--- config.mk ---
export PLATFORM = sky130hd
export DESIGN_NAME = sfu_bank
export DESIGN_NICKNAME = d
export VERILOG_FILES = /design/src/rtl/sfu_pkg.sv /design/src/rtl/sfu_lane.sv /design/src/rtl/sfu_bank.sv
export SDC_FILE = /design/constraint.sdc
export NUM_CORES = 1
export LEC_CHECK = 0
export CORE_ASPECT_RATIO = 0.8
export CORE_MARGIN = 2
export CORE_UTILIZATION = 41
export DETAILED_ROUTE_END_ITERATION = 8
export PLACE_DENSITY = 0.66
export SLEW_MARGIN = 20
export SYNTH_ARGS = -nofsm -noshare
export SYNTH_HDL_FRONTEND = slang
export SYNTH_HIERARCHICAL = 1
export SYNTH_SLANG_ARGS = --single-unit
--- constraint.sdc ---
create_clock -name clk -period 3.1 [get_ports clk]
set_input_delay 0.93 -clock clk [delete_from_list [all_inputs] [get_ports clk]]
set_output_delay 0.93 -clock clk [all_outputs]
set_load 0.01 [all_outputs]
--- src/rtl/sfu_pkg.sv ---
// Shared FSM state type and parameter defaults for the SFU accumulation bank.
package sfu_pkg;

  localparam int unsigned ColDefault    = 8;
  localparam int unsigned PsumBwDefault = 16;
  localparam int unsigned CntBwDefault  = 6;

  typedef enum logic [1:0] {
    StIdle,
    StAcc,
    StHold
  } sfu_state_e;

endpackage

--- src/rtl/sfu_lane.sv ---
// One accumulation lane: load/add of a signed partial sum plus ReLU on the output.
// SFU_SAT_EN selects saturating adds (with clip report) instead of modulo wrap.
module sfu_lane #(
  parameter int unsigned PSUM_BW = sfu_pkg::PsumBwDefault
) (
  input  logic               clk,
  input  logic               rst,
  input  logic               load,
  input  logic               add,
  input  logic               relu,
  input  logic [PSUM_BW-1:0] in,
  output logic [PSUM_BW-1:0] out,
  output logic               clip
);

  logic [PSUM_BW-1:0] acc;
  logic [PSUM_BW-1:0] sum;

`ifdef SFU_SAT_EN
  logic [PSUM_BW:0] wide;
  logic             ovf;

  assign wide = {acc[PSUM_BW-1], acc} + {in[PSUM_BW-1], in};
  // Sign extension bit disagreeing with the result MSB means the add left the range.
  assign ovf  = wide[PSUM_BW] ^ wide[PSUM_BW-1];
  assign clip = add & ovf;

  always_comb begin
    sum = wide[PSUM_BW-1:0];
    if (ovf) begin
      sum = {wide[PSUM_BW], {(PSUM_BW-1){~wide[PSUM_BW]}}};
    end
  end
`else
  assign sum  = acc + in;
  assign clip = 1'b0;
`endif

  always_ff @(posedge clk) begin
    if (rst) begin
      acc <= '0;
    end else if (load) begin
      acc <= in;
    end else if (add) begin
      acc <= sum;
    end
  end

  assign out = (relu && acc[PSUM_BW-1]) ? '0 : acc;

endmodule

--- src/rtl/sfu_bank.sv ---
// Bank of COL accumulation lanes with beat handshake, beat counter and result hold.
// SFU_SAT_EN enables per-lane saturation and the sticky sat_flag.
module sfu_bank
  import sfu_pkg::*;
#(
  parameter int unsigned COL     = ColDefault,
  parameter int unsigned PSUM_BW = PsumBwDefault,
  parameter int unsigned CNT_BW  = CntBwDefault
) (
  input  logic                   clk,
  input  logic                   rst,
  input  logic                   acc_valid,
  output logic                   acc_ready,
  input  logic                   acc_last,
  input  logic                   relu_en,
  input  logic [COL*PSUM_BW-1:0] in,
  output logic                   out_valid,
  input  logic                   out_ready,
  output logic [COL*PSUM_BW-1:0] out,
  output logic [CNT_BW-1:0]      beat_cnt,
  output logic                   sat_flag
);

  sfu_state_e     state;
  logic           relu_q;
  logic           accept;
  logic           load;
  logic           add;
  logic [COL-1:0] clip;

  assign accept = acc_valid && acc_ready;
  assign load   = accept && (state == StIdle);
  assign add    = accept && (state == StAcc);

  for (genvar c = 0; c < COL; c++) begin : g_lane
    sfu_lane #(
      .PSUM_BW(PSUM_BW)
    ) u_lane (
      .clk (clk),
      .rst (rst),
      .load(load),
      .add (add),
      .relu(relu_q),
      .in  (in[c*PSUM_BW +: PSUM_BW]),
      .out (out[c*PSUM_BW +: PSUM_BW]),
      .clip(clip[c])
    );
  end

  always_ff @(posedge clk) begin
    if (rst) begin
      state     <= StIdle;
      acc_ready <= 1'b1;
      out_valid <= 1'b0;
      relu_q    <= 1'b0;
      beat_cnt  <= '0;
      sat_flag  <= 1'b0;
    end else begin
      unique case (state)
        StIdle, StAcc: begin
          if (accept) begin
            if (state == StIdle) begin
              beat_cnt <= CNT_BW'(1);
              sat_flag <= 1'b0;
            end else begin
              if (!(&beat_cnt)) begin
                beat_cnt <= beat_cnt + CNT_BW'(1);
              end
              sat_flag <= sat_flag | (|clip);
            end
            if (acc_last) begin
              state     <= StHold;
              relu_q    <= relu_en;
              acc_ready <= 1'b0;
              out_valid <= 1'b1;
            end else begin
              state <= StAcc;
            end
          end
        end
        StHold: begin
          if (out_ready) begin
            state     <= StIdle;
            acc_ready <= 1'b1;
            out_valid <= 1'b0;
          end
        end
        default: begin
          state     <= StIdle;
          acc_ready <= 1'b1;
          out_valid <= 1'b0;
        end
      endcase
    end
  end

endmodule

* Word-level counts from Yosys, hierarchy flattened
Index checks and enable logic that the tools add are counted.
** Operators by class
- Add/sub/neg operators :: 9
- Reductions and logical operators :: 19
- Eq/ne operators :: 6
- Muxes and demuxes :: 38
** Operators by type and width (number)
- $mux W16 :: 24
- $add A16 B16 Y16 :: 8
- $mux W6 :: 2
- $logic_and A1 B1 Y1 :: 11
- $reduce_and A3 Y1 :: 3
- $ne A2 B2 Y1 const B :: 4
- $add A6 B1 Y6 const B :: 1
- $mux W1 :: 6
- $mux W2 :: 3
- $reduce_and A6 Y1 :: 1
- $pmux W1 S2 :: 2
- $pmux W2 S2 :: 1
- $eq A2 B1 Y1 const B :: 1
- $eq A2 B2 Y1 const B :: 1
- $logic_not A2 Y1 :: 1
- $reduce_and A2 Y1 :: 1
- $reduce_bool A2 Y1 :: 1
- $reduce_or A2 Y1 :: 1
** Storage, ports and cells
- Register bits after elaboration :: 139

* Longest topological paths before layout
Gate-level depths: netlist of the first run.
- Word-level depth :: 4
- Gate-level depth with buffers :: 10
- Gate-level depth less buffers :: 8

* By module
Netlist of the first run, hierarchy kept.
** Modules (own cells, without submodules)
- sfu_lane (g_lane[1].u_lane ...) :: area an instance 1672.9 µm², cells an instance 223, times used 3
- sfu_lane (g_lane[4].u_lane ...) :: area an instance 1537.7 µm², cells an instance 204, times used 3
- sfu_lane (g_lane[0].u_lane) :: area an instance 1680.4 µm², cells an instance 215, times used 1
- sfu_lane (g_lane[6].u_lane) :: area an instance 1640.3 µm², cells an instance 207, times used 1
- sfu_bank :: area an instance 641.9 µm², cells an instance 71, times used 1

* Worst setup path after synthesis of the first run
OpenSTA, ideal clock, no wires.
- Path kind :: in2reg
- Start :: input in[25]
- End :: register g_lane[1].u_lane.acc[13]
- Arrival :: 2.642 ns
- Buffers on the path :: 1
- Data required time :: 2.973 ns
- Stages :: 6
- Slack :: 0.331 ns
- Setup time :: 0.127 ns
- Path through :: ha_1 > clkbuf_1 > nand3_1 > or4b_4 > and4_4 > or3_1
** Between the ends
- Longest elaborated chain between the ends :: 3
** RTL lines
- start, declared :: RTL line sfu_bank.sv:16 : input logic [COL*PSUM_BW-1:0] in,
- $add A16 B16 Y16 :: RTL line sfu_lane.sv:35 : assign sum = acc + in;
- $mux W16 :: RTL line sfu_lane.sv:44 : end else if (add) begin
- $mux W16 :: RTL line sfu_lane.sv:42 : end else if (load) begin
- end signal, assigned :: RTL line sfu_lane.sv:43 : acc <= in;
- end signal, assigned :: RTL line sfu_lane.sv:45 : acc <= sum;
- end, declared :: RTL line sfu_lane.sv:16 : logic [PSUM_BW-1:0] acc;
Every way passes these cells. The select of a mux whose other input is x is not followed.
A chain may end at the register's enable or synchronous reset.

* Final worst setup path of the first run
- Start :: register relu_q
- End :: output out[92]
** Between the ends
- Longest elaborated chain between the ends :: 2
** RTL lines
- start, declared :: RTL line sfu_bank.sv:25 : logic relu_q;
- start signal, assigned :: RTL line sfu_bank.sv:73 : relu_q <= relu_en;
- $logic_and A1 B1 Y1 :: RTL line sfu_lane.sv:49 : assign out = (relu && acc[PSUM_BW-1]) ? '0 : acc;
- $mux W16 :: RTL line sfu_lane.sv:49
- end, declared :: RTL line sfu_bank.sv:19 : output logic [COL*PSUM_BW-1:0] out,
Every way passes these cells.

==> results.txt, run 1 <==
Mapped Area -> 13600 µm²
Final worst path period need -> 2980 ps
Total power -> 7.63 mW
R2r startpoint -> acc_ready$_SDFFE_PP1P_
Setup violators final -> 0
Unrepaired setup endpoints after global routing -> no
Fillers -> 3081
DRT Wirelength -> 43.9 mm
Worst hold slack -> 471 ps
Reg2Reg Setup Slack -> 820 ps
Global-route wire length before repair -> 71.7 mm
Reg area -> 2810 µm²
CP required -> 2170 ps
Fin. Hold Viols -> 0
Hpwl dp -> 33.4 mm
Post-synth net total -> 2037
Gr ovfl total -> 0
Total CTS buffers -> 17
Distinct cells, synth -> 85
Max-cap violations -> 0
Clock Path Buffers -> 2
WL/cell -> 17.4 µm
Vias per cell -> 5.70
CTS tree -> yes
Avg Cell Area, Syn -> 7.66 µm²
Setup skew after layout -> 10.9 ps
Leak Pwr -> 7.44 nW
Die width -> 208 µm
Die area -> 34600 µm²
CTS sink cnt -> 140
Fin crit share -> 0.962
EDFF count, synth -> 0
Slew margin rel. -> 0.604
Clk pin slew, worst setup/hold paths -> 70 ps
I/O pins -> 271
Diode count -> 0
Nets -> 2345
Commonest non-fill, non-tap cells in the layout -> clkdlybuf4s50_1 (269), a21oi_1 (225), dfxtp_1 (139), buf_4 (131)
Net Sw Frac -> 0.372
CP Max Fanout -> 14
Pwr per Cell Area -> 425 nW/µm²
Sw power -> 2.84 mW
Drt first pass iters -> 5
Slew Viols, Final -> 0
Placed inst area -> 17300 µm²
Starting Density -> 0.418
Tot GR Track Use -> 0.248
Outcome -> complete, no violations
Yosys Warn Count -> 6
Htree depth -> 4
Mapped Cells -> 1774
Die H -> 167 µm
Total Neg Setup Slack -> 0 ps
Cts hold-fix bufs -> 0
Vias in the first global route -> 13.8k
Pint -> 4.79 mW
Initial DRC Count -> 1002
Routability cong. -> 0.911
Multi-input logic area -> 10100 µm²
Worst Max-Slew Pin Slew -> 594 ps
Asr flop ratio synth -> 0
Via count -> 14.4k
Initial antenna violation count -> 1
Root buf cell -> clkbuf_16
Worst-Skew Late Latency -> 450 ps
FF-to-FF End -> g_lane[6].u_lane/acc[11]$_SDFFE_PP0P_
Critical path class -> register to output pin
Core area -> 32600 µm²
Crit path capture -> out[92]
Reg2Reg Depth -> 8
Crit path arrival time -> 2050 ps
Max IR drop VDD -> 0.357 mV
Post-CTS Setup Bufs -> 0
CP startpoint -> relu_q$_SDFFE_PP0P_
Comb power frac -> 0.447
Std cell rows -> 59
Largest net degree at the start of global routing -> 49
Fmax achieved -> 335 MHz
Sequential share of power -> 0.281
Layout cell share with drive strength beyond 1 -> 0.112
Synth-to-layout area growth -> 31.9%
#FFs+latches synth -> 140
Critical Path Sink Type -> output pin
Drt drc -> 0
Post-DRT Antenna Nets -> 0
Number of port buffers -> 270
Register area share after synthesis -> 0.206
Startpoint Class -> register
Hold Path Class -> register to register
Ys flop type -> dfxtp_1
Most common cell after layout, fill and taps aside -> clkdlybuf4s50_1
Fin area -> 17900 µm²
Clock power frac -> 0.271
state kept, by name, summed over array words and instances (netlist names):
signal / cells
g_lane.u_lane/acc: 128
beat_cnt: 6
state: 2
acc_ready: 1
out_valid: 1
relu_q: 1
sat_flag: 1
critical path, stage by stage, from the launching register on:
cell and delay [ps]:
dfxtp_4 440, buf_4 210, nand2_1 220, and2_1 240, clkdlybuf4s50_1 490
metal layers:
metal  wire (µm)  global-route usage  up-vias
met1       21200               0.347     6733
li1            -                   -     7146
met3        2490              0.0432       37
met5          11                   0        -
met2       19700               0.398      455
met4         517              0.0543        2
cell usage after synthesis (8+ instances only):
| cell | number | area [µm²] |
|---|---|---|
| ha_1 | 121 | 1510 |
| buf_2 | 11 | 55.1 |
| a21o_1 | 42 | 315 |
| nand4_1 | 36 | 225 |
| o221ai_1 | 18 | 158 |
| xnor2_1 | 55 | 482 |
| a31oi_1 | 15 | 93.8 |
| and3_1 | 24 | 150 |
| and2_1 | 121 | 757 |
| clkbuf_1 | 79 | 297 |
| nand3_1 | 34 | 170 |
| o21bai_1 | 11 | 82.6 |
| nor2b_1 | 41 | 257 |
| a211o_1 | 9 | 78.8 |
| conb_1 | 8 | 30.0 |
| nor3_1 | 31 | 155 |
| dfxtp_1 | 140 | 2800 |
| or3_1 | 19 | 119 |
| o22ai_1 | 39 | 244 |
| fa_1 | 8 | 160 |
| nor2_1 | 99 | 372 |
| o211ai_1 | 11 | 82.6 |
| mux2i_1 | 25 | 250 |
| xor2_1 | 33 | 289 |
| a211oi_1 | 33 | 248 |
| nor3b_1 | 44 | 330 |
| o21a_1 | 15 | 113 |
| a21oi_1 | 225 | 1130 |
| nor4_1 | 13 | 81.3 |
| o21ai_0 | 58 | 290 |
| inv_1 | 61 | 229 |
| nand2_1 | 126 | 473 |
| a221oi_1 | 20 | 175 |
| buf_4 | 8 | 60.1 |
area by class of cell:
| cell class | count | share of cell area |
|---|---|---|
| clock buffers | 20 | 0.0255 |
| multi-input cells | 1459 | 0.561 |
| well taps | 427 | 0.0298 |
| clock inverters | 12 | 0.00635 |
| repair buffers | 403 | 0.208 |
| flip-flops and latches | 140 | 0.156 |
| inverters | 61 | 0.0130 |
stage by stage:
stage,utilization,setup slack (ps),std cells
detailed placement,0.533,-218,2490
global route,0.551,0.647,2522
CTS,0.551,58.4,2522
finish,0.551,117,2522
global placement,0.533,-164,2490
floorplan,-,331,1774
power by group through the flow:
stage                     clock network, mW  logic (mW)  registers [mW]
final                                  2.07        3.41            2.15
after global routing                   2.19        3.75            2.17
after CTS                              2.12        3.39            2.14
after detailed placement                  0        3.36            2.18
after global placement                    0        3.32            2.17
after floorplan                           0        2.16            2.12
logic make-up after synthesis:
| group | after synthesis | synth area share |
|---|---|---|
| buffers and inverters | 175 | 0.0554 |
| multiplexers | 28 | 0.0209 |
| XOR/XNOR | 88 | 0.0567 |
| other | 8 | 0.00221 |
| AO/OA/AOI/OAI | 585 | 0.287 |
| AND/OR/NAND/NOR | 621 | 0.249 |
| flip-flops | 140 | 0.206 |
| adder cells (fa/ha/maj) | 129 | 0.123 |
what timing repair did:
| item | 4_1_cts | 5_1_grt |
|---|---|---|
| setup endpoints to repair | 117 | 3 |
| pin swaps | 0 | 0 |
| resized for setup | 6 | 1 |
worst min path at each step:
stage                                from                    end  cells after the start
CTS                 sat_flag$_SDFFE_PP0P_  sat_flag$_SDFFE_PP0P_                      2
finish              sat_flag$_SDFFE_PP0P_  sat_flag$_SDFFE_PP0P_                      2
detailed placement  sat_flag$_SDFFE_PP0P_  sat_flag$_SDFFE_PP0P_                      2
global route        sat_flag$_SDFFE_PP0P_  sat_flag$_SDFFE_PP0P_                      2
floorplan           sat_flag$_SDFFE_PP0P_  sat_flag$_SDFFE_PP0P_                      2
global placement    sat_flag$_SDFFE_PP0P_  sat_flag$_SDFFE_PP0P_                      2
(Power assumes the default switching activity.)
==> inputs of run 2 (changes only) <==
--- a/config.mk
+++ b/config.mk
@@ -8,7 +8,9 @@
 export CORE_ASPECT_RATIO = 0.8
 export CORE_MARGIN = 2
 export CORE_UTILIZATION = 41
+export CTS_CLUSTER_SIZE = 8
 export DETAILED_ROUTE_END_ITERATION = 8
+export MAX_ROUTING_LAYER = met4
 export PLACE_DENSITY = 0.66
 export SLEW_MARGIN = 20
 export SYNTH_ARGS = -nofsm -noshare
==> constraint.sdc (replaced) <==
create_clock -name clk -period 3.6 [get_ports clk]
set_input_delay 1.08 -clock clk [delete_from_list [all_inputs] [get_ports clk]]
set_output_delay 1.08 -clock clk [all_outputs]
set_load 0.01 [all_outputs]
==> run 2 against run 1 <==
  * Register-to-register slack improved by 500 ps
  * Combinational power shrank 17%
  * Cell count down 2.7%
  * Global-route usage is 0.19 points higher
  * Non-clock buffer count shrank 66
  * Via count shrank 2.4%
  * First-iteration DRC count up 13%
  * Power shrank 15%
  * Largest power group unchanged
==> results.txt, run 2 (synthesis gave the netlist of run 1 again) <==
Total power -> 6.45 mW (-15%)
Most common cell after layout, fill and taps aside -> clkdlybuf4s50_1
CP max stage delay -> 510 ps (+20 ps)
Setup violators final -> 0 (unchanged)
CP required -> 2520 ps (+350 ps)
Commonest non-fill, non-tap cells in the layout -> clkdlybuf4s50_1 (269), a21oi_1 (225), dfxtp_1 (139), nand2_1 (126)
Std cell rows -> 59 (unchanged)
Tot GR Track Use -> 0.250 (+0.00188)
Initial DRC Count -> 1132 (+13%)
Reg with most FFs -> g_lane.u_lane/acc
Initial antenna violation count -> 1 (unchanged)
Max-cap violations -> 0 (unchanged)
Die H -> 167 µm (unchanged)
Die area -> 34600 µm² (unchanged)
Leak Pwr -> 7.13 nW (-4.2%)
Total CTS buffers -> 17 (unchanged)
Fin. Hold Viols -> 0 (unchanged)
Max IR drop VDD -> 0.344 mV (-3.7%)
Hpwl dp -> 32.3 mm (-3.3%)
CTS tree -> yes
Placed inst area -> 16900 µm² (-2.7%)
Pwr per Cell Area -> 370 nW/µm² (-13%)
Clk pin slew, worst setup/hold paths -> 60 ps (about the same)
Critical path class -> register to output pin
Slew Viols, Final -> 0 (unchanged)
Largest net degree at the start of global routing -> 62 (+27%)
Htree depth -> 4 (unchanged)
Crit path arrival time -> 2220 ps (+170 ps)
Hold Path Stages -> 2 (unchanged)
Post-CTS Setup Bufs -> 0 (unchanged)
CP Max Fanout -> 15 (+1)
Global routing usage on met1 -> 0.349 (+0.00203)
Layout cell share with drive strength beyond 1 -> 0.0790 (-0.0332)
Via count -> 14.0k (-2.4%)
DRT Wirelength -> 42.8 mm (-2.5%)
Largest register FFs -> 128 (unchanged)
Outcome -> complete, no violations
Met2 Resource Use GR -> 0.373 (-0.0255)
Number of port buffers -> 270 (unchanged)
Global-route wire length before repair -> 69.6 mm (-2.8%)
Clock Path Buffers -> 2 (unchanged)
Slew margin rel. -> 0.517 (-0.0876)
Final worst path period need -> 3300 ps
Die width -> 208 µm (unchanged)
Worst Max-Slew Pin Slew -> 725 ps (+131 ps)
CTS sink cnt -> 140 (unchanged)
Drt drc -> 0 (unchanged)
Post-DRT Antenna Nets -> 0 (unchanged)
WL/cell -> 17.4 µm (+0.19%)
Fmax achieved -> 303 MHz
Multi-input logic area -> 10000 µm² (-0.12%)
Setup skew after layout -> 7.76 ps (-3.17 ps)
Starting Density -> 0.418 (unchanged)
Met3 Track Usage GR -> 0.0405 (-0.00264)
Synth-to-layout area growth -> 28.3%
I/O pins -> 271 (unchanged)
Root buf cell -> clkbuf_16
Routability cong. -> 0.953 (+4.6%)
Worst-Skew Late Latency -> 440 ps (about the same)
Core area -> 32600 µm² (unchanged)
Fin crit share -> 0.915
Critical path cell sequence -> buf_4 > nand2_1 > and2_1 > clkdlybuf4s50_1
Fillers -> 3132 (+1.7%)
Vias in the first global route -> 13.3k (-3.6%)
Reg2Reg Depth -> 6 (-2)
Vias per cell -> 5.72 (+0.31%)
Startpoint Class -> register
Fin area -> 17400 µm² (-2.8%)
Worst path slowest cell -> dfxtp_2
Reg area -> 2800 µm² (about the same)
Gr ovfl total -> 0 (unchanged)
Critical Path Sink Type -> output pin
Gr busiest metal -> met2
Nets -> 2279 (-2.8%)
Hold Path Class -> register to register
Drt first pass iters -> 7 (+2)
Unrepaired setup endpoints after global routing -> no
Top Registers -> g_lane.u_lane/acc (128), beat_cnt (6), state (2)
## run 2: changes by cell type in the layout (fill, tap and decap cells not counted), moves of 2 or more
cell,change
clkinv_2,+2
buf_12,+2
nand2_2,-5
clkinvlp_4,-2
clkinv_4,-3
inv_6,-2
nand2_1,+5
buf_4,-68
## run 2: area by class of cell
cell class / count / share of cell area
multi-input combinational: 1459 / 0.576
timing repair buffer: 337 / 0.187
sequential: 140 / 0.161
tap: 427 / 0.0306
clock buffer: 21 / 0.0264
inverter: 61 / 0.0134
clock inverter: 8 / 0.00545
antenna: 1 / 0.000144
## run 2: critical path: cells and delay by family (launching register included)
family,cells,cell delay (ps)
buffers and inverters,2,700
AND/OR/NAND/NOR,2,560
flip-flops,1,510
## run 2: worst paths after layout
path	slack, ps	start	endpoint
max	300	relu_q$_SDFFE_PP0P_	out[13]
min	460	out_valid$_SDFFE_PP0P_	out_valid$_SDFFE_PP0P_
max reg2reg	1320	g_lane[2].u_lane/acc[3]$_SDFFE_PP0P_	g_lane[2].u_lane/acc[13]$_SDFFE_PP0P_
min reg2reg	460	out_valid$_SDFFE_PP0P_	out_valid$_SDFFE_PP0P_
## run 2: metal layers
metal	wire (µm)	vias up
li1	-	7008
met1	21000	6575
met2	18700	409
met3	2420	37
met4	627	0
met5	0	-
## run 2: through the flow
| step | TNS, ps | setup WS [ps] | hold WS (ps) | std cells | util |
|---|---|---|---|---|---|
| floorplan | 0 | 681 | 469 | 1774 | - |
| global route | 0 | 155 | 502 | 2454 | 0.536 |
| detailed placement | 0 | 103 | 450 | 2424 | 0.518 |
| CTS | -1.50 | -1.50 | 460 | 2453 | 0.535 |
| finish | 0 | 305 | 462 | 2454 | 0.536 |
| global placement | 0 | 145 | 447 | 2424 | 0.518 |
## run 2: power breakdown
part / internal, mW / switching (mW) / total, mW / leakage, nW
sequential: 1.71 / 0.140 / 1.85 / 1.15
combinational: 1.34 / 1.48 / 2.82 / 5.71
clock: 1.04 / 0.740 / 1.78 / 0.270
## run 2: repair_timing
action,in CTS,in global routing
hold buffers,0,0
resized for setup,0,1
gates cloned,0,0
endpoints found under the setup margin,1,100
==> inputs of run 3 (changes only) <==
--- a/config.mk
+++ b/config.mk
@@ -8,10 +8,11 @@
 export CORE_ASPECT_RATIO = 0.8
 export CORE_MARGIN = 2
 export CORE_UTILIZATION = 41
+export CTS_BUF_LIST = sky130_fd_sc_hd__clkbuf_4
 export CTS_CLUSTER_SIZE = 8
 export DETAILED_ROUTE_END_ITERATION = 8
 export MAX_ROUTING_LAYER = met4
-export PLACE_DENSITY = 0.66
+export PLACE_DENSITY = 0.65
 export SLEW_MARGIN = 20
 export SYNTH_ARGS = -nofsm -noshare
 export SYNTH_HDL_FRONTEND = slang
==> run 3 against run 2 <==
  * Final area shrank 1.6%
  * Combinational power about the same
  * Power shrank 6.6%
  * Critical path depth stayed put
  * Setup slack got worse by 130 ps
  * Count of clock-buffer cells in the layout shrank 3
==> results.txt, run 3 (synthesis gave the netlist of run 1 again) <==
Outcome -> complete, no violations
Post-CTS Setup Bufs -> 0 (unchanged)
Layout cell share with drive strength beyond 1 -> 0.0752 (-0.00373)
Max IR drop VDD -> 0.183 mV (-47%)
Die width -> 208 µm (unchanged)
CTS sink cnt -> 140 (unchanged)
Pwr per Cell Area -> 351 nW/µm² (-5.0%)
Vias per cell -> 5.76 (+0.73%)
Number of port buffers -> 270 (unchanged)
Htree depth -> 4 (unchanged)
Tot GR Track Use -> 0.248 (-0.00227)
Final worst path period need -> 3420 ps (+128 ps)
Max-cap violations -> 0 (unchanged)
Total CTS buffers -> 17 (unchanged)
DRT Wirelength -> 42.9 mm (+0.42%)
Largest register FFs -> 128 (unchanged)
Fmax achieved -> 292 MHz (-3.7%)
Via count -> 14.1k (+0.53%)
Setup WS pre-CTS -> 110 ps (+7.95 ps)
CTS tree -> yes
Fin crit share -> 0.951 (+0.0356)
Root buf cell -> clkbuf_4
CP Max Fanout -> 15 (unchanged)
Largest net degree at the start of global routing -> 77 (+24%)
Reg with most FFs -> g_lane.u_lane/acc
Starting Density -> 0.418 (unchanged)
Std cell rows -> 59 (unchanged)
PnR worst setup slack -> 177 ps (-128 ps)
Worst-Skew Late Latency -> 590 ps (+150 ps)
Setup skew after layout -> 34.2 ps (+26.4 ps)
Drt first pass iters -> 7 (unchanged)
Hpwl dp -> 32.2 mm (-0.37%)
Vias in the first global route -> 13.4k (+1.1%)
Commonest non-fill, non-tap cells in the layout -> clkdlybuf4s50_1 (269), a21oi_1 (225), dfxtp_1 (140), nand2_1 (126)
Critical path class -> register to output pin
Die area -> 34600 µm² (unchanged)
Slew margin rel. -> 0.437 (-0.0798)
Inst Count DP -> 2415 (-0.37%)
Post-layout util -> 0.527 (-0.00880)
Worst hold slack -> 478 ps (+16.8 ps)
Post-DRT Antenna Nets -> 0 (unchanged)
Leak Pwr -> 7.00 nW (-1.8%)
Clk pin slew, worst setup/hold paths -> 120 ps (+60 ps)
Cts hold-fix bufs -> 0 (unchanged)
Slew Viols, Final -> 0 (unchanged)
Critical Path Sink Type -> output pin
I/O pins -> 271 (unchanged)
Startpoint Class -> register
PostCTS Resize Cnt -> 0 (unchanged)
CP required -> 2520 ps (about the same)
Core area -> 32600 µm² (unchanged)
Initial DRC Count -> 1131 (-0.088%)
Setup violators final -> 0 (unchanged)
Worst Max-Slew Pin Slew -> 845 ps (+120 ps)
Most common cell after layout, fill and taps aside -> clkdlybuf4s50_1
Fin. Hold Viols -> 0 (unchanged)
Total Neg Setup Slack -> 0 ps (unchanged)
Top Registers -> g_lane.u_lane/acc (128), beat_cnt (6), state (2)
WL/cell -> 17.5 µm (+0.62%)
Fillers -> 3100 (-1.0%)
Clock Path Buffers -> 2 (unchanged)
Hold Path Class -> register to register
Global-route wire length before repair -> 69.5 mm (-0.12%)
Initial antenna violation count -> 2 (+1)
Drt drc -> 0 (unchanged)
Fin cells -> 2449 (-0.20%)
Routability cong. -> 0.936 (-1.8%)
Gr ovfl total -> 0 (unchanged)
Crit path arrival time -> 2340 ps (+120 ps)
Synth-to-layout area growth -> 26.1%
Unrepaired setup endpoints after global routing -> no
Die H -> 167 µm (unchanged)
Nets -> 2270 (-0.39%)
## run 3: cell types whose count changed in the layout (fill, tap and decap cells not counted), sizes merged
| cell | before | now |
|---|---|---|
| buf | 68 | 59 |
| bufinv | 2 | 6 |
| clkbuf | 21 | 18 |
| clkinv | 4 | 6 |
| clkinvlp | 2 | 1 |
| diode | 1 | 2 |
| inv | 61 | 62 |
## run 3: cell type report
class	instances	area (µm²)	area share
clock buffer	18	135	0.00788
clock inverter	14	223	0.0130
multi-input combinational	1459	10000	0.585
antenna	2	5.00	0.000292
sequential	140	2800	0.163
tap	427	534	0.0312
inverter	61	236	0.0138
timing repair buffer	328	3170	0.185
## run 3: stage by stage
| step | instance area (µm²) | power (mW) |
|---|---|---|
| after global routing | 17100 | 6.42 |
| final | 17100 | 6.03 |
| after detailed placement | 16800 | 4.64 |
| after global placement | 16800 | 4.60 |
| after CTS | 17100 | 6.05 |
| after floorplan | 13600 | 3.69 |
## run 3: final timing paths
check	start	to	slack [ps]	cells after the start
worst max-delay path	relu_q$_SDFFE_PP0P_	out[27]	180	4
worst min-delay path	out_valid$_SDFFE_PP0P_	out_valid$_SDFFE_PP0P_	480	2
worst max register to register	g_lane[2].u_lane/acc[3]$_SDFFE_PP0P_	g_lane[2].u_lane/acc[13]$_SDFFE_PP0P_	1300	6
worst min register to register	out_valid$_SDFFE_PP0P_	out_valid$_SDFFE_PP0P_	480	2
## run 3: critical path, stage by stage (launching register included)
cell and delay, ps:
dfxtp_1 370, buf_4 230, nand2_1 330, and2_1 340
clkdlybuf4s50_1 490
## run 3: metal layers
layer,routed length [µm],part of all wire,up-vias,global-route usage
met5,0,0,-,-
met4,450,0.010,0,0.0475
met3,2500,0.058,28,0.0375
met2,19100,0.44,457,0.380
met1,20900,0.49,6631,0.346
li1,-,-,6987,-
## run 3: where the power goes
part           internal, mW  switching [mW]
clock network         0.690           0.680
logic                  1.33            1.49
registers              1.71           0.138
total                  3.72            2.30
